===== src/rtl/multiplicador_seq.sv =====
// Sequential shift-add unsigned multiplier (A/Q/M registers, N add/shift steps).
// Define RESTO_EN to add the `resto` port, which is preloaded into A and so added to the product.
module multiplicador_seq #(
    parameter int N = 4
) (
    input  logic                     clk,
    input  logic                     rst,
    input  logic                     start,
    input  logic [N-1:0]             multiplicando,
    input  logic [N-1:0]             multiplicador,
`ifdef RESTO_EN
    input  logic [N-1:0]             resto,
`endif
    output logic [2*N-1:0]           produto,
    output logic                     busy,
    output logic                     done,
    output logic [$clog2(N+1)-1:0]   count,
    output logic [1:0]               state_dbg
);

    localparam int CW = $clog2(N+1);

    typedef enum logic [1:0] {
        IDLE = 2'd0,
        CALC = 2'd1,
        DONE = 2'd2
    } state_t;

    state_t          state_q;
    logic [N:0]      a_q;
    logic [N-1:0]    q_q;
    logic [N-1:0]    m_q;
    logic [CW-1:0]   count_q;

    logic [N:0]      sum_d;
    logic [2*N:0]    shift_d;

    // One step: conditionally add M into A (carry lands in A[N]), then shift {A,Q} right.
    always_comb begin
        sum_d   = q_q[0] ? (a_q + {1'b0, m_q}) : a_q;
        shift_d = {sum_d, q_q} >> 1;
    end

    always_ff @(posedge clk) begin
        if (rst) begin
            state_q <= IDLE;
            a_q     <= '0;
            q_q     <= '0;
            m_q     <= '0;
            count_q <= '0;
        end else begin
            case (state_q)
                IDLE: begin
                    if (start) begin
`ifdef RESTO_EN
                        a_q <= {1'b0, resto};
`else
                        a_q <= '0;
`endif
                        q_q     <= multiplicador;
                        m_q     <= multiplicando;
                        count_q <= CW'(N);
                        state_q <= CALC;
                    end
                end
                CALC: begin
                    a_q     <= shift_d[2*N:N];
                    q_q     <= shift_d[N-1:0];
                    count_q <= count_q - CW'(1);
                    if (count_q == CW'(1)) begin
                        state_q <= DONE;
                    end
                end
                DONE: begin
                    state_q <= IDLE;
                end
                default: begin
                    state_q <= IDLE;
                end
            endcase
        end
    end

    // After N shifts the carry bit A[N] is always zero, so the product fits in {A[N-1:0], Q}.
    assign produto   = {a_q[N-1:0], q_q};
    assign busy      = (state_q == CALC) || (state_q == DONE);
    assign done      = (state_q == DONE);
    assign count     = count_q;
    assign state_dbg = state_q;

endmodule


===== config.mk =====
export PLATFORM = sky130hd
export DESIGN_NAME = multiplicador_seq
export DESIGN_NICKNAME = d
export VERILOG_FILES = /design/src/rtl/multiplicador_seq.sv
export SDC_FILE = /design/constraint.sdc
export NUM_CORES = 1
export LEC_CHECK = 0
export CORE_MARGIN = 5
export CORE_UTILIZATION = 27
export DETAILED_ROUTE_END_ITERATION = 12
export GPL_TIMING_DRIVEN = 0
export PLACE_DENSITY = 0.55
export SLEW_MARGIN = 20
export SYNTH_ARGS = -nofsm -noshare
export SYNTH_HDL_FRONTEND = slang
export SYNTH_SLANG_ARGS = --single-unit

===== constraint.sdc =====
create_clock -name clk -period 4.11 [get_ports clk]
set_input_delay 0.822 -clock clk [delete_from_list [all_inputs] [get_ports clk]]
set_output_delay 0.822 -clock clk [all_outputs]
set_load 0.02 [all_outputs]

==> flow_summary.yaml <==
outcome:
  outcome: "complete, no violations"
grt:
  grt_usage_pct: 10.38
  antenna_found_initial: 0
  grt_pass1_wl_mm: 4.133
  gr-total-overflow: 0
  grt_start_max_net_pins: 11
  grt_pass1_vias: 915
critical_path:
  startpoint_type: "register"
  path_buf_inv: 2
  crit_slowest_cell: "clkdlybuf4s50_1"
  cp-end-kind: "output pin"
  path_cells: "inv_1 -> ha_1 -> clkdlybuf4s50_1"
  crit_path_max_fanout: 5
  cp.arrival_ps: 1700
  slowest_delay_ps: 600
  cp_data_required_time_ps: 3290
  critPathTopFamily: "buffers and inverters"
  path_class: "register to output pin"
timing:
  maxSlewHeadroom_pct: 68.20
  worst_pin_slew_ps: 477.1
  period_share_pct: 61.35
  final-setup-viol-count: 0
  holdWs_ps: 467.9
  slew_viol_final: 0
  finalHoldViolCount: 0
  setup-tns-final_ps: 0
  clock.fmax_ghz: 0.3966
  rsz0062_at_grt: "false"
  fin_crit_ps: 2522
  setup_ws_ps: 1588
  skew_ps: 12.86
logic_synthesis:
  synthSimpleGateAreaFrac_pct: 18.34
  synth_compound_area_share_pct: 17.95
  synth_top_family_by_area: "simple AND/OR/NAND/NOR gates"
  synthDistinctLibCells: 32
  yosys.area_share.xor_xnor_pct: 0.9103
  synth_seq_cells: 17
  yosys_warnings: 0
  yosysSeqAreaShare_pct: 35.37
  synth_area_per_cell_sq_um: 8.909
  synth_top_area_share_pct: 35.37
  yosysTopAreaCell: "dfxtp_1"
  synth_cells: 108
  synthMuxAreaShare_pct: 5.462
  yosys.area_share.adder_pct: 16.38
  synth.area.top_cells: "dfxtp_1 35%, ha_1 14%, a21oi_1 4.7%, nor2_1 4.7%, inv_1 3.5%"
  netlist_area_sq_um: 962.2
  syn-num-nets: 131
finish:
  layout-drive-gt1-share_pct: 8.088
  design_area_sq_um: 1286
  antenna_cells: 0
  area_delta_synth_final_pct: 33.68
  nets: 160
  n_fill_cell: 353
  multi_input_area_sq_um: 568.0
  seqCellArea_sq_um: 340.3
detailed_routing:
  drt_iter0_drc: 58
  ant_nets: 0
  via_per_inst: 4.659
  post-route-drc-count: 0
  routed_wl_mm: 2.283
  vias: 848
  first_pass_iters: 4
  wire_per_inst_um: 12.54
power_and_ir_drop:
  p_leak_nw: 0.5061
  power_density_nw_per_um2: 638.1
  peakVddDrop_mv: 0.3973
floorplan:
  fp-row-count: 21
  dieArea_sq_um: 4857
  pin_count: 26
  initial_utilization_pct: 28.39
  core_region_area_sq_um: 3390
  die-height_um: 69.70
  die-width_um: 69.70
cts:
  clk_pin_slew_ps: 110
  cts_resized: 0
  hold_buffers: 0
  clock-root-buffer: "clkbuf_4"
  cts_tree: "done"
  cts_made_buffers: 3
  cts_sinks: 17
  htreeDepth: 1
  cts_setup_buffers: 0
  insertion_delay_ps: 300
  clockBufferDepth: 2
place:
  pre_cts_ws_ps: 1756
  hpwl_mm: 1.734
  portBuffers: 24
  place_area_sq_um: 1260
  gp_congestion: 0.7927
flow_run:
  cap_viol_max_count: 0
worst_hold_path:
  min_path_type: "register to register"
==> flip-flops by register name (all words and copies together) (netlist names) <==
signal,cells
state_dbg,2
a_q,4
q_q,4
count,3
m_q,4
==> metrics by stage <==
step                      utilization, %  instances  total power [mW]
final                              37.95        182            0.8208
after global placement             37.17        178            0.7326
after global routing               37.95        182            0.8991
after floorplan                        -        108            0.5717
after detailed placement           37.17        178            0.7372
after CTS                          37.95        182            0.8372
==> area by class of cell <==
class | count | share of cell area [%]
Buffer | 4 | 1.556
Clock buffer | 4 | 2.043
Inverter | 9 | 2.626
Multi-Input combinational cell | 78 | 44.16
Sequential cell | 17 | 26.46
Tap cell | 46 | 4.475
Timing Repair Buffer | 24 | 18.68
==> worst min-delay path, cell delays in order, from the launching register on <==
cell     delay [ps]
dfxtp_1         330
nand2_1          50
a21oi_1          50
==> cells in the mapped netlist, drive strengths merged <==
cell type  count
nand3b         1
nand3          6
xnor2          1
a211oi         2
a21boi         1
a2bb2oi        1
fa             1
nor2b          1
mux2i          3
ha            11
buf            2
nor2          12
o22ai          2
a21oi          9
o21a           2
dfxtp         17
a222oi         1
and2           1
and3           2
nand2b         2
clkbuf         2
nor4           1
inv            9
nand2          7
a32oi          1
mux2           2
a22oi          2
nor3           2
o21ai          4
==> routing by layer <==
layer | GRT usage, % | wire (um)
met5 | 0 | 0
met4 | 2.553 | 19
met3 | 4.058 | 106
met2 | 17.27 | 1019
met1 | 12.53 | 1138
==> placed cells by master, fill, tap and decap left out <==
master	count
nand2_1	7
ha_1	11
buf_4	1
inv_1	9
buf_2	1
a22oi_1	2
dfxtp_1	17
xnor2_1	1
nand2b_4	1
o22ai_1	2
a21boi_2	1
clkbuf_4	3
and2_1	1
o21a_1	2
nand3_1	6
o21ai_0	3
o21ai_4	1
a211oi_1	2
mux2_2	2
mux2i_1	3
a21oi_1	9
nor2b_1	1
a222oi_1	1
nand3b_1	1
a2bb2oi_1	1
nand2b_1	1
clkdlybuf4s50_1	24
nor4_2	1
and3_1	2
fa_1	1
nor2_1	12
a32oi_1	1
nor3_1	2
clkbuf_1	3
==> where the power goes <==
group	switching, mW	total [mW]	internal, mW
combinational	0.258	0.471	0.213
sequential	0.0459	0.256	0.210
clock	0.0558	0.0936	0.0378
==> worst paths after layout <==
check / startpoint / cells after the start / endpoint / slack, ps
setup reg to reg: a_q[0] / 7 / a_q[1] / 2350
setup / recovery: state_dbg[0] / 3 / busy / 1590
hold / removal: m_q[0] / 2 / m_q[0] / 470
hold reg to reg: m_q[0] / 2 / m_q[0] / 470
==> cells by family after synthesis <==
logic type                 Yosys count
muxes                                5
xor gates and xnor gates             1
and+or+nand+nor                     35
DFF                                 17
AOI/OAI and AO/OA                   25
adders and majority gates           12
buffers and inverters               13
No activity file was read; power rests on OpenSTA's default activity.
